### config.mk
export PLATFORM = sky130hd
export DESIGN_NAME = shift_sequencer
export DESIGN_NICKNAME = d
export VERILOG_FILES = /design/src/rtl/alu_pkg.sv /design/src/rtl/shift_step.sv /design/src/rtl/shift_sequencer.sv
export SDC_FILE = /design/constraint.sdc
export NUM_CORES = 1
export LEC_CHECK = 0
export CAP_MARGIN = 20
export CORE_MARGIN = 4
export CORE_UTILIZATION = 35
export CTS_BUF_LIST = sky130_fd_sc_hd__clkbuf_4
export CTS_CLUSTER_SIZE = 10
export DETAILED_ROUTE_END_ITERATION = 16
export MAX_ROUTING_LAYER = met4
export SYNTH_ARGS = -nofsm -noshare
export SYNTH_HDL_FRONTEND = slang
export SYNTH_SLANG_ARGS = --single-unit
### constraint.sdc
create_clock -name clk -period 2.7 [get_ports clk]
set_clock_uncertainty 0.2 [all_clocks]
set_input_delay 0.27 -clock clk [delete_from_list [all_inputs] [get_ports clk]]
set_output_delay 0.27 -clock clk [all_outputs]
set_load 0.005 [all_outputs]
### src/rtl/alu_pkg.sv
// Shared definitions for the shift sequencer datapath.
//   WORD_W / SHAMT_W : operand and shift-amount widths
//   SH_LL/SH_RL/SH_RA/SH_RSV : encodings of the 2-bit shift kind (dir)
//   state_e          : sequencer FSM state type
package alu_pkg;

  localparam int unsigned WORD_W  = 32;
  localparam int unsigned SHAMT_W = 5;

  localparam logic [1:0] SH_LL  = 2'b00;  // logical left, zero fill
  localparam logic [1:0] SH_RL  = 2'b01;  // logical right, zero fill
  localparam logic [1:0] SH_RA  = 2'b10;  // arithmetic right, sign fill
  localparam logic [1:0] SH_RSV = 2'b11;  // reserved, flagged as error

  typedef enum logic [1:0] {
    StIdle  = 2'b00,
    StShift = 2'b01,
    StDone  = 2'b10
  } state_e;

endpackage

### src/rtl/shift_step.sv
// Combinational single-step shifter.
// Shifts by one bit, or by four bits when by4 is set (by4 exists only when
// SHIFT_FAST_EN is defined).
// Ports:
//   by4    : select a 4-bit step (SHIFT_FAST_EN builds only)
//   data   : current working word
//   kind   : shift kind (SH_LL / SH_RL / SH_RA / SH_RSV)
//   result : shifted word
//   carry  : last bit shifted out by this step
module shift_step
  import alu_pkg::*;
(
`ifdef SHIFT_FAST_EN
  input  logic              by4,
`endif
  input  logic [WORD_W-1:0] data,
  input  logic [1:0]        kind,
  output logic [WORD_W-1:0] result,
  output logic              carry
);

  always_comb begin
    result = data;
    carry  = 1'b0;
`ifdef SHIFT_FAST_EN
    if (by4) begin
      unique case (kind)
        SH_LL: begin
          result = {data[WORD_W-5:0], 4'b0000};
          carry  = data[WORD_W-4];
        end
        SH_RL: begin
          result = {4'b0000, data[WORD_W-1:4]};
          carry  = data[3];
        end
        SH_RA: begin
          result = {{4{data[WORD_W-1]}}, data[WORD_W-1:4]};
          carry  = data[3];
        end
        SH_RSV: begin
          result = data;
          carry  = 1'b0;
        end
      endcase
    end else begin
`endif
      unique case (kind)
        SH_LL: begin
          result = {data[WORD_W-2:0], 1'b0};
          carry  = data[WORD_W-1];
        end
        SH_RL: begin
          result = {1'b0, data[WORD_W-1:1]};
          carry  = data[0];
        end
        SH_RA: begin
          result = {data[WORD_W-1], data[WORD_W-1:1]};
          carry  = data[0];
        end
        SH_RSV: begin
          result = data;
          carry  = 1'b0;
        end
      endcase
`ifdef SHIFT_FAST_EN
    end
`endif
  end

endmodule

### src/rtl/shift_sequencer.sv
// Multi-cycle shift sequencer feeding the ALU bit-slices.
// Latches an operand on start, shifts it one bit per cycle (or four bits
// per cycle while at least four remain, when SHIFT_FAST_EN is defined), and
// pulses done once the result is ready.
// Ports:
//   clk      : clock, rising edge
//   rst      : asynchronous active-low reset
//   start    : request an operation (honoured only when idle)
//   data_in  : operand
//   shamt    : shift amount 0..31
//   dir      : shift kind (00 shll, 01 shrl, 10 shra, 11 reserved)
//   busy     : operation in progress (SHIFT or DONE)
//   done     : one-cycle completion pulse
//   sh_out   : working register / final result
//   sh_carry : last bit shifted out
//   err      : reserved dir value, asserted with done
// Configuration macro: SHIFT_FAST_EN
module shift_sequencer
  import alu_pkg::*;
(
  input  logic               clk,
  input  logic               rst,
  input  logic               start,
  input  logic [WORD_W-1:0]  data_in,
  input  logic [SHAMT_W-1:0] shamt,
  input  logic [1:0]         dir,
  output logic               busy,
  output logic               done,
  output logic [WORD_W-1:0]  sh_out,
  output logic               sh_carry,
  output logic               err
);

  state_e              state_q, state_d;
  logic [WORD_W-1:0]   work_q;
  logic [SHAMT_W-1:0]  cnt_q;
  logic [1:0]          kind_q;
  logic                carry_q;
  logic                done_q, done_d;
  logic                err_q, err_d;

  logic [WORD_W-1:0]   step_result;
  logic                step_carry;
  logic [SHAMT_W-1:0]  step_amt;

`ifdef SHIFT_FAST_EN
  logic by4;
  assign by4      = (cnt_q >= SHAMT_W'(4));
  assign step_amt = by4 ? SHAMT_W'(4) : SHAMT_W'(1);
`else
  assign step_amt = SHAMT_W'(1);
`endif

  shift_step u_shift_step (
`ifdef SHIFT_FAST_EN
    .by4    (by4),
`endif
    .data   (work_q),
    .kind   (kind_q),
    .result (step_result),
    .carry  (step_carry)
  );

  // State register
  always_ff @(posedge clk or negedge rst) begin
    if (!rst) begin
      state_q <= StIdle;
    end else begin
      state_q <= state_d;
    end
  end

  // Next-state logic
  always_comb begin
    state_d = state_q;
    unique case (state_q)
      StIdle: begin
        if (start) begin
          state_d = ((shamt != '0) && (dir != SH_RSV)) ? StShift : StDone;
        end
      end
      StShift: begin
        // Leave on the step that drains the remaining count.
        if (cnt_q == step_amt) begin
          state_d = StDone;
        end
      end
      StDone:  state_d = StIdle;
      default: state_d = StIdle;
    endcase
  end

  // Output logic; done/err are registered so the pulse lands one cycle after DONE
  always_comb begin
    busy   = (state_q != StIdle);
    done_d = (state_q == StDone);
    err_d  = (state_q == StDone) && (kind_q == SH_RSV);
  end

  // Datapath registers
  always_ff @(posedge clk or negedge rst) begin
    if (!rst) begin
      work_q  <= '0;
      cnt_q   <= '0;
      kind_q  <= SH_LL;
      carry_q <= 1'b0;
      done_q  <= 1'b0;
      err_q   <= 1'b0;
    end else begin
      done_q <= done_d;
      err_q  <= err_d;
      if ((state_q == StIdle) && start) begin
        work_q  <= data_in;
        cnt_q   <= shamt;
        kind_q  <= dir;
        carry_q <= 1'b0;
      end else if (state_q == StShift) begin
        work_q  <= step_result;
        carry_q <= step_carry;
        cnt_q   <= cnt_q - step_amt;
      end
    end
  end

  assign done     = done_q;
  assign err      = err_q;
  assign sh_out   = work_q;
  assign sh_carry = carry_q;

endmodule

==> metrics.md, run 1 <==
| Metric | Value |
|---|---|
| Status | `finished, final reports clean` |
| Total iterations of the first detailed-routing run | `4` |
| Max frequency | `between 400 and 500 MHz` |
| Synthesized area per cell | `approximately 10 um^2` |
| Slew at the pin closest to its max-slew limit | `454 ps` |
| Top cells by area in the synthesized netlist | `sky130_fd_sc_hd__dfrtp_1 (38%), sky130_fd_sc_hd__mux2_2 (12%), sky130_fd_sc_hd__nor4b_1 (9.4%), sky130_fd_sc_hd__o211ai_1 (8.8%), sky130_fd_sc_hd__nand2b_1 (6.9%)` |
| Post-DP HPWL | `5630 um` |
| Final wirelength | `between 8000 and 9000 um` |
| CP required | `2230 ps` |
| Type of element launching the critical path | `flop` |
| Highest net fanout along the worst path | `38` |
| Num CTS Buffers | `5` |
| Number of gates given a new drive strength after cts | `0` |
| Count of buffers from port buffering | `77` |
| Clock transition at path regs | `roughly 130 ps` |
| Maximum vdd drop | `431 uV` |
| Share of cells above drive strength 1 | `0.162` |
| Met2 wire len | `3960 um` |
| Synthesized-area fraction occupied by xor and xnor cells | `0` |
| Type of the worst setup path | `reg2out` |
| Buffer levels on the longest clock path | `2` |
| Commonest register cell after synthesis | `sky130_fd_sc_hd__dfrtp_1` |
| CTS HTree Levels | `2` |
| Leakage | `1.45 nW` |
| Total of max-cap violations | `0` |
| Drt via density | `5.71` |
| Die extent in y | `~99 um` |
| Unrepaired setup endpoints after global routing | `no` |
| Antenna viol nets, final | `0` |
| Clock tree root driver cell | `sky130_fd_sc_hd__clkbuf_4` |
| Final nets | `between 400 and 500` |
| Top metal layer carrying routed signals | `met4` |
| Sum Neg Setup Slack | `0 ps` |
| Worst slew margin relative to its limit | `0.698` |
| Period utilization | `0.855` |
| Detailed-routed wire length on met3 | `496 um` |
| Number of failing setup endpoints in the final timing report | `0` |
| Netlist area before placement | `between 2000 and 3000 um^2` |
| Clock tree from TritonCTS | `yes` |
| Critical Path Sink Type | `output pin` |
| Shortest clock period the worst path allows after layout | `2310 ps` |
| Area share of the leading cell type in the synthesized netlist | `0.381` |
| Worst R2R Setup Slack | `approximately 590 ps` |
| Share of cell area taken by muxes after synthesis | `0.137` |
| Floorplan die area | `9770 um^2` |
| Final hold slack | `140 ps` |
| Hold violation count in the final report | `0` |
| Number of different library cells in the post-synthesis netlist | `37` |
| Number of placed I/O pins | `just under 80` |
| Most frequent cells after synthesis | `sky130_fd_sc_hd__dfrtp_1 (44), sky130_fd_sc_hd__o211ai_1 (34), sky130_fd_sc_hd__nand2b_1 (32), sky130_fd_sc_hd__mux2_2 (31), sky130_fd_sc_hd__nor4b_1 (31)` |
| Initial Util | `0.366` |
| Post-synthesis share of cell area spent on full adders, half adders and majority gates | `0.0260` |
| DRC | `0` |
| Synth Instances | `between 200 and 300` |
| Setup slack after placement | `410 ps` |
| Routability Congestion | `0.754` |
| Vias post-DR | `2625` |
| Maximum number of pins on one net before global-route repair | `39` |
| Footprint of the multi-input gates | `about 1600 um^2` |
| Register Area | `1100 um^2` |
| Total number of placement rows | `32` |
| Async set-or-reset flop fraction in the synthesized netlist | `1.00` |
| Arrival time reported for the critical path endpoint | `1840 ps` |
| Count leader, synth | `sky130_fd_sc_hd__dfrtp_1` |
| Final max-slew violation count | `0` |
| Share of the yosys chip area belonging to registers | `0.381` |
| Area after DPL | `3780 um^2` |
| Number of buffers added to fix hold violations after cts | `1` |
| Clock network latency to the later pin of the worst-skew pair | `approximately 360 ps` |
| Number of DRC markers after the initial detailed-route iteration | `87` |
| Yosys warning total | `0` |
| Antenna diodes | `0` |
| PD cells | `1220 nW/um^2` |
| Dominant cell type by area after synthesis | `sky130_fd_sc_hd__dfrtp_1` |
| Buffer count from post-CTS setup fixing | `0` |
| Share of the synthesized area in compound gates (AO/OA/AOI/OAI) | `0.184` |
| Routed length per instance | `about 18 um` |
| Count of flip-flops with a built-in enable after synthesis | `0` |
| Overflow left after global routing | `0` |
| Number of antenna violations at the first check in global routing | `0` |
| Total of fill cells in the finished design | `748` |
| Layout-stage area growth over the synthesis result | `32.8%` |
| Simple-gate portion of the synthesized area | `0.218` |
| Type of the worst min-delay path | `in2async` |
| Final core area utilization | `0.487` |
| Core area | `7890 um^2` |
| Largest family of logic cells by synthesized area | `simple AND/OR/NAND/NOR gates` |
| Flip-flop and latch count after synthesis | `44` |
| PnR worst setup slack | `between 300 and 400 ps` |
| Vias in the first global route | `2610` |
| First-pass GRT wire length | `roughly 13000 um` |
| Die width | `between 90 and 100 um` |
| Non-Filler Cell Area, Final | `3840 um^2` |
| Overall global routing resource usage | `0.171` |
| Count of clock tree sinks | `44` |
| Number of nets in the synthesized netlist | `338` |
| Met1 Wirelength | `around 3600 um` |
## per-layer routing
layer / track usage / vias up
li1: - / 1242
met1: 0.222 / 1290
met2: 0.274 / 87
met3: 0.0333 / 6
met4: 0.0431 / 0
met5: - / -
## worst paths after layout
kind | to | start | depth (start not counted)
worst min-delay path | cnt_q[2]$_DFFE_PN0N_ | rst | 2
worst max register to register | sh_out[23]$_DFFE_PN0P_ | kind_q[0]$_DFFE_PN0P_ | 6
min in group clk | cnt_q[2]$_DFFE_PN0N_ | shamt[2] | 3
worst max-delay path | busy | state_q[1]$_DFFE_PN0P_ | 3
max in group asynchronous | sh_out[17]$_DFFE_PN0P_ | rst | 3
worst min register to register | sh_carry$_DFFE_PN0N_ | sh_carry$_DFFE_PN0N_ | 2
## cells by family (layout without fill, tap and decap cells)
group | count (synthesis) | after routing
compound gates | 77 | 77
fa+ha+maj | 6 | 6
buf+inv | 38 | 106
flops | 44 | 44
mux | 35 | 35
simple gates | 90 | 90
## sequential cells by signal (all words and copies together), names as in the netlist
signal / count
cnt_q: 5
done: 1
err: 1
kind_q: 2
sh_carry: 1
sh_out: 32
state_q: 2
## where the power goes
| group | leakage [nW] | switching, mW | internal [mW] |
|---|---|---|---|
| combinational | 0.868 | 1.34 | 1.69 |
| clock | 0.0324 | 0.220 | 0.0960 |
| sequential | 0.546 | 0.341 | 0.988 |
| total | 1.45 | 1.90 | 2.77 |
## worst max-delay path, cell delays in order, from the launching register on
cell	delay, ps
sky130_fd_sc_hd__dfrtp_1	410
sky130_fd_sc_hd__buf_4	280
sky130_fd_sc_hd__or2_2	340
sky130_fd_sc_hd__clkdlybuf4s50_1	450
## through the flow
stage	power, mW	std cells
4_1_cts	4.72	460
3_3_place_gp	4.34	451
6_report	4.67	460
5_1_grt	5.07	460
2_1_floorplan	3.26	290
3_5_place_dp	4.39	451
## cell usage in the layout, fill, tap and decap left out, types with 4 or more instances in the layout
cell type                          n
sky130_fd_sc_hd__nand3_1           4
sky130_fd_sc_hd__clkbuf_4          5
sky130_fd_sc_hd__nand2_1           6
sky130_fd_sc_hd__nor4b_1          31
sky130_fd_sc_hd__a31oi_1          30
sky130_fd_sc_hd__mux2_2           31
sky130_fd_sc_hd__buf_4            14
sky130_fd_sc_hd__clkdlybuf4s50_1  76
sky130_fd_sc_hd__inv_1             5
sky130_fd_sc_hd__dfrtp_1          44
sky130_fd_sc_hd__ha_1              6
sky130_fd_sc_hd__o211ai_1         34
sky130_fd_sc_hd__nand2b_1         32
## final cells by class
type,instances,share of cell area
Multi-Input combinational cell,208,0.427
Clock inverter,3,0.00359
Timing Repair Buffer,93,0.235
Clock buffer,5,0.00978
Tap cell,102,0.0333
Sequential cell,44,0.287
Inverter,5,0.00489
(Power assumes the default switching activity.)
==> run 2: changes to the inputs <==
Settings changed: RECOVER_POWER from default to 50.
==> metrics.md, run 2 (synthesis results as in run 1) <==
| Metric | Value |
|---|---|
| Status | `finished, final reports clean (unchanged)` |
| Number of DRC markers after the initial detailed-route iteration | `90 (was 87)` |
| Total of max-cap violations | `0 (unchanged)` |
| Number of antenna violations at the first check in global routing | `0 (unchanged)` |
| Worst slew margin relative to its limit | `0.385 (was 0.698)` |
| Max reg flops | `32 (unchanged)` |
| Buffer count from post-CTS setup fixing | `0 (unchanged)` |
| Clock tree from TritonCTS | `yes (unchanged)` |
| Post-DP HPWL | `5630 um (unchanged)` |
| Commonest non-fill, non-tap cells in the layout | `sky130_fd_sc_hd__clkdlybuf4s50_1 (66), sky130_fd_sc_hd__dfrtp_1 (44), sky130_fd_sc_hd__o211ai_1 (34), sky130_fd_sc_hd__nand2b_1 (32) (was sky130_fd_sc_hd__clkdlybuf4s50_1 (76), sky130_fd_sc_hd__dfrtp_1 (44), sky130_fd_sc_hd__o211ai_1 (34), sky130_fd_sc_hd__nand2b_1 (32))` |
| Hold violation count in the final report | `0 (unchanged)` |
| Kind of cell adding the most delay to the critical path | `buffers and inverters (unchanged)` |
| Sum Neg Setup Slack | `0 ps (unchanged)` |
| Leading cell type in the layout, fill and taps excluded | `sky130_fd_sc_hd__clkdlybuf4s50_1 (unchanged)` |
| Reg-to-reg critical path endpoint | `sh_out[23]$_DFFE_PN0P_ (unchanged)` |
| DRC | `0 (unchanged)` |
| Final nets | `405 (unchanged)` |
| Area after DPL | `3780 um^2 (unchanged)` |
| Launch instance of the worst min-delay path | `shamt[2]` |
| Num CTS Buffers | `5 (unchanged)` |
| First-pass GRT wire length | `13300 um (unchanged)` |
| Core area | `7890 um^2 (unchanged)` |
| Maximum number of pins on one net before global-route repair | `39 (unchanged)` |
| Vias in the first global route | `2610 (unchanged)` |
| Die extent in y | `98.9 um (unchanged)` |
| Final wirelength | `8120 um (was 8140 um)` |
| Type of the worst setup path | `reg2out (unchanged)` |
| Slowest Stage Delay on Critical Path | `450 ps (about the same)` |
| Vias post-DR | `2612 (was 2625)` |
| R2R depth | `6 (unchanged)` |
| Type of the worst min-delay path | `in2reg (was in2async)` |
| Type of element launching the critical path | `flop (unchanged)` |
| Unrepaired setup endpoints after global routing | `no (unchanged)` |
| Critical R2R Launch | `kind_q[0]$_DFFE_PN0P_ (unchanged)` |
| Number of buffers and inverters on the critical path | `2 (unchanged)` |
| Buffer levels on the longest clock path | `2 (unchanged)` |
| Count of clock tree sinks | `44 (unchanged)` |
| Initial Util | `0.366 (unchanged)` |
| Number of placed I/O pins | `78 (unchanged)` |
| Layout-stage area growth over the synthesis result | `32.6% (was 32.8%)` |
| Maximum vdd drop | `430 uV (was 431 uV)` |
| Period utilization | `0.854 (was 0.855)` |
| Final core area utilization | `0.486 (was 0.487)` |
| Sequence of cells on the critical path | `buf_4 > or2_2 > clkdlybuf4s50_1 (unchanged)` |
| Share of cells above drive strength 1 | `0.156 (was 0.162)` |
| Total number of placement rows | `32 (unchanged)` |
| Routed length per instance | `17.7 um (about the same)` |
| Number of instances on the worst hold path | `3` |
| Routability Congestion | `0.754 (unchanged)` |
| Critical Path Sink Type | `output pin (unchanged)` |
| PD cells | `1210 nW/um^2 (was 1220 nW/um^2)` |
| Worst R2R Setup Slack | `590 ps (about the same)` |
| Floorplan die area | `9770 um^2 (unchanged)` |
| Highest net fanout along the worst path | `38 (unchanged)` |
| Cell type of the slowest stage on the worst timing path | `sky130_fd_sc_hd__clkdlybuf4s50_1 (unchanged)` |
| Drt via density | `5.68 (was 5.71)` |
| Clock transition at path regs | `130 ps (about the same)` |
| Antenna viol nets, final | `0 (unchanged)` |
| Count of buffers from port buffering | `77 (unchanged)` |
| CP required | `2230 ps (about the same)` |
| Overflow left after global routing | `0 (unchanged)` |
| Number of failing setup endpoints in the final timing report | `0 (unchanged)` |
| Final max-slew violation count | `0 (unchanged)` |
| Start point of the critical path | `state_q[1]$_DFFE_PN0P_ (unchanged)` |
| Overall global routing resource usage | `0.171 (unchanged)` |
| Antenna diodes | `0 (unchanged)` |
| Die width | `98.9 um (unchanged)` |
| Clock tree root driver cell | `sky130_fd_sc_hd__clkbuf_4 (unchanged)` |
| Arrival time reported for the critical path endpoint | `1840 ps (about the same)` |
| Max frequency | `434 MHz (was 433 MHz)` |
| Leakage | `1.46 nW (was 1.45 nW)` |
| Hold endpoint | `cnt_q[2]$_DFFE_PN0N_` |
| Total iterations of the first detailed-routing run | `4 (unchanged)` |
| CTS HTree Levels | `2 (unchanged)` |
| Slew at the pin closest to its max-slew limit | `922 ps (was 454 ps)` |
| Non-Filler Cell Area, Final | `3830 um^2 (was 3840 um^2)` |
| Clock network latency to the later pin of the worst-skew pair | `360 ps (about the same)` |
| Shortest clock period the worst path allows after layout | `2310 ps (about the same)` |
## run 2: worst max-delay path by stage
stage | cells past startpoint | slack, ps | to
5_1_grt | 3 | 290 | busy
6_report | 3 | 390 | busy
3_5_place_dp | 5 | 410 | sh_out[17]$_DFFE_PN0P_
4_1_cts | 3 | 360 | busy
2_1_floorplan | 5 | 790 | sh_out[31]$_DFFE_PN0P_
3_3_place_gp | 5 | 420 | sh_out[18]$_DFFE_PN0P_
## run 2: worst min-delay path: stages
cell,delay (ps)
sky130_fd_sc_hd__clkdlybuf4s50_1,420
sky130_fd_sc_hd__nand2_1,60
sky130_fd_sc_hd__o211ai_1,70
## run 2: routing by layer
metal  vias up  part of all wire  global-route usage
li1       1244                 -                   -
met1      1277              0.44               0.222
met2        85              0.49               0.274
met3         6             0.066              0.0333
met4         0            0.0092              0.0431
met5         -                 0                   -
## run 2: power by group
part           switching (mW)  leakage [nW]  total, mW  internal (mW)
Sequential              0.338         0.546       1.33          0.988
Combinational            1.34         0.878       3.00           1.66
Clock                   0.219        0.0324      0.315         0.0959
## run 2: cell type report
class	count	area (um^2)
clock buffer	5	37.5
clock inverter	3	13.8
fill	750	4060
inverter	5	18.8
multi-input combinational	208	1640
sequential	44	1100
tap	102	128
timing repair buffer	93	893
## run 2: timing repair
| item | CTS | global route |
|---|---|---|
| hold endpoints to repair | 16 | 0 |
| hold buffers | 1 | 0 |
| gates resized for setup | 0 | 0 |
## run 2: through the flow
| stage | total power [mW] | hold slack (ps) | setup slack (ps) | instances |
|---|---|---|---|---|
| 3_3_place_gp | 4.34 | 16.8 | 421 | 451 |
| 3_5_place_dp | 4.39 | 18.5 | 410 | 451 |
| 2_1_floorplan | 3.26 | -226 | 793 | 290 |
| 5_1_grt | 5.04 | 286 | 293 | 460 |
| 4_1_cts | 4.72 | 141 | 361 | 460 |
| 6_report | 4.64 | 289 | 394 | 460 |
==> run 3: changes to the inputs <==
Settings changed: CORE_UTILIZATION 35 to 50, PLACE_DENSITY from default to 0.82, SLEW_MARGIN from default to 40.
==> metrics.md, run 3 (synthesis results as in run 1) <==
| Metric | Value |
|---|---|
| Status | `finished, final reports clean (unchanged)` |
| Antenna diodes | `0 (unchanged)` |
| DRC | `0 (unchanged)` |
| First-pass GRT wire length | `13300 um (about the same)` |
| Overall global routing resource usage | `0.234 (was 0.171)` |
| Antenna viol nets, final | `0 (unchanged)` |
| Die width | `84.0 um (was 98.9 um)` |
| Total of fill cells in the finished design | `453 (was 750)` |
| Total of max-cap violations | `0 (unchanged)` |
| Final Non-Filler Cells | `427 (was 460)` |
| Share of power burned in combinational logic | `0.640 (was 0.646)` |
| Critical Path Sink Type | `output pin (unchanged)` |
| Initial Util | `0.521 (was 0.366)` |
| Routability Congestion | `0.871 (was 0.754)` |
| Arrival time reported for the critical path endpoint | `1960 ps (was 1840 ps)` |
| Shortest clock period the worst path allows after layout | `2430 ps (was 2310 ps)` |
| Drt via density | `6.15 (was 5.68)` |
| Maximum vdd drop | `670 uV (was 430 uV)` |
| Leading cell type in the layout, fill and taps excluded | `sky130_fd_sc_hd__clkdlybuf4s50_1 (unchanged)` |
| Die extent in y | `84.0 um (was 98.9 um)` |
| Hold violation count in the final report | `0 (unchanged)` |
| Clock network latency to the later pin of the worst-skew pair | `360 ps (about the same)` |
| Maximum number of pins on one net before global-route repair | `64 (was 39)` |
| Clock tree root driver cell | `sky130_fd_sc_hd__clkbuf_4 (unchanged)` |
| Vias in the first global route | `2732 (was 2610)` |
| R2R depth | `5 (was 6)` |
| PD cells | `1240 nW/um^2 (was 1210 nW/um^2)` |
| Placed cell count | `418 (was 451)` |
| Total number of placement rows | `27 (was 32)` |
| Internal power consumption | `2.75 mW (was 2.74 mW)` |
| CP required | `2230 ps (about the same)` |
| Number of antenna violations at the first check in global routing | `0 (unchanged)` |
| Core area | `5540 um^2 (was 7890 um^2)` |
| Max frequency | `411 MHz (was 434 MHz)` |
| Type of the worst setup path | `reg2out (unchanged)` |
| Sequence of cells on the critical path | `clkbuf_2 > or2_2 > clkdlybuf4s50_1 (was buf_4 > or2_2 > clkdlybuf4s50_1)` |
| Slowest Stage Delay on Critical Path | `450 ps (about the same)` |
| Overflow left after global routing | `0 (unchanged)` |
| Count of clock tree sinks | `44 (unchanged)` |
| Switching portion of total power | `0.413 (was 0.409)` |
| Clock transition at path regs | `130 ps (about the same)` |
| Commonest non-fill, non-tap cells in the layout | `sky130_fd_sc_hd__clkdlybuf4s50_1 (63), sky130_fd_sc_hd__dfrtp_1 (44), sky130_fd_sc_hd__o211ai_1 (34), sky130_fd_sc_hd__nand2b_1 (32) (was sky130_fd_sc_hd__clkdlybuf4s50_1 (66), sky130_fd_sc_hd__dfrtp_1 (44), sky130_fd_sc_hd__o211ai_1 (34), sky130_fd_sc_hd__nand2b_1 (32))` |
| Slew at the pin closest to its max-slew limit | `1120 ps (was 922 ps)` |
| Area after DPL | `3730 um^2 (was 3780 um^2)` |
| Type of the worst min-delay path | `in2reg (unchanged)` |
| Type of element launching the critical path | `flop (unchanged)` |
| Switching pwr | `1.93 mW (was 1.90 mW)` |
| Final max-slew violation count | `0 (unchanged)` |
| Num CTS Buffers | `5 (unchanged)` |
| Number of gates given a new drive strength after cts | `0 (unchanged)` |
| Relative contribution of the clock network to total power | `0.072 (was 0.068)` |
| Power after layout | `4.69 mW (was 4.64 mW)` |
| Register share of total power | `0.288 (was 0.286)` |
| Routed length per instance | `18.8 um (was 17.7 um)` |
| Number of DRC markers after the initial detailed-route iteration | `180 (was 90)` |
| Cell type of the slowest stage on the worst timing path | `sky130_fd_sc_hd__clkdlybuf4s50_1 (unchanged)` |
| Final nets | `402 (was 405)` |
| Worst slew margin relative to its limit | `0.252 (was 0.385)` |
| Highest net fanout along the worst path | `21 (was 38)` |
| Final hold slack | `300 ps (was 289 ps)` |
| Leakage | `1.45 nW (was 1.46 nW)` |
| Total iterations of the first detailed-routing run | `4 (unchanged)` |
| Unrepaired setup endpoints after global routing | `no (unchanged)` |
| Share of cells above drive strength 1 | `0.152 (was 0.156)` |
| Layout-stage area growth over the synthesis result | `31.1% (was 32.6%)` |
| Buffer levels on the longest clock path | `2 (unchanged)` |
| Max reg flops | `32 (unchanged)` |
| Count of buffers from port buffering | `77 (unchanged)` |
| Non-Filler Cell Area, Final | `3790 um^2 (was 3830 um^2)` |
| Number of placed I/O pins | `78 (unchanged)` |
| Floorplan die area | `7060 um^2 (was 9770 um^2)` |
| CTS HTree Levels | `2 (unchanged)` |
| Post-DP HPWL | `5360 um (was 5630 um)` |
| Number of instances on the worst hold path | `3 (unchanged)` |
| Period utilization | `0.902 (was 0.854)` |
| Sum Neg Setup Slack | `0 ps (unchanged)` |
| Final wirelength | `8020 um (was 8120 um)` |
| Number of failing setup endpoints in the final timing report | `0 (unchanged)` |
| Vias post-DR | `2625 (was 2612)` |
| Clock tree from TritonCTS | `yes (unchanged)` |
| Buffer count from post-CTS setup fixing | `0 (unchanged)` |
## run 3: power groups by stage
stage	registers [mW]	clock network, mW	logic, mW
CTS	1.35	0.341	3.05
global placement	1.34	0	2.94
global route	1.40	0.371	3.26
floorplan	1.27	0	1.99
finish	1.35	0.339	3.00
detailed placement	1.36	0	3.04
## run 3: timing repair
item | CTS | global route
endpoints found under the hold margin | 44 | 0
hold buffers | 1 | 0
setup endpoints to repair | 0 | 0
## run 3: area by class of cell
class | count | area (um^2) | area share
clock buffer | 7 | 52.6 | 0.0139
tap | 72 | 90.1 | 0.0238
inverter | 5 | 18.8 | 0.00496
timing repair buffer | 90 | 881 | 0.233
multi-input combinational | 208 | 1640 | 0.433
clock inverter | 1 | 3.75 | 0.000991
sequential | 44 | 1100 | 0.291
## run 3: worst paths after layout
path	from	to	slack [ps]
min in group asynchronous	rst	sh_out[1]$_DFFE_PN0P_	450
worst max register to register	state_q[0]$_DFFE_PN0P_	sh_out[0]$_DFFE_PN0P_	600
worst min-delay path	shamt[2]	cnt_q[2]$_DFFE_PN0N_	300
worst max-delay path	state_q[1]$_DFFE_PN0P_	busy	270
worst min register to register	sh_carry$_DFFE_PN0N_	sh_carry$_DFFE_PN0N_	330
max in group asynchronous	rst	sh_out[0]$_DFFE_PN0P_	1170
## run 3: metal layers
| layer | GRT usage | vias up | share of wire |
|---|---|---|---|
| met3 | 0.0513 | 7 | 0.066 |
| met2 | 0.398 | 95 | 0.51 |
| met4 | 0.0424 | 0 | 0.0069 |
| met5 | - | - | 0 |
| met1 | 0.289 | 1293 | 0.42 |
| li1 | - | 1230 | - |
## run 3: metrics by stage
step / utilization / setup slack [ps]
after CTS: 0.686 / 376
after global placement: 0.673 / 469
final: 0.684 / 266
after global routing: 0.684 / 167
after floorplan: - / 793
after detailed placement: 0.674 / 502
## run 3: worst max-delay path, delay by kind of cell, from the launching register on
| family | cells | cell delay [ps] |
|---|---|---|
| buffers and inverters | 2 | 790 |
| flip-flops | 1 | 430 |
| AND/OR/NAND/NOR | 1 | 390 |
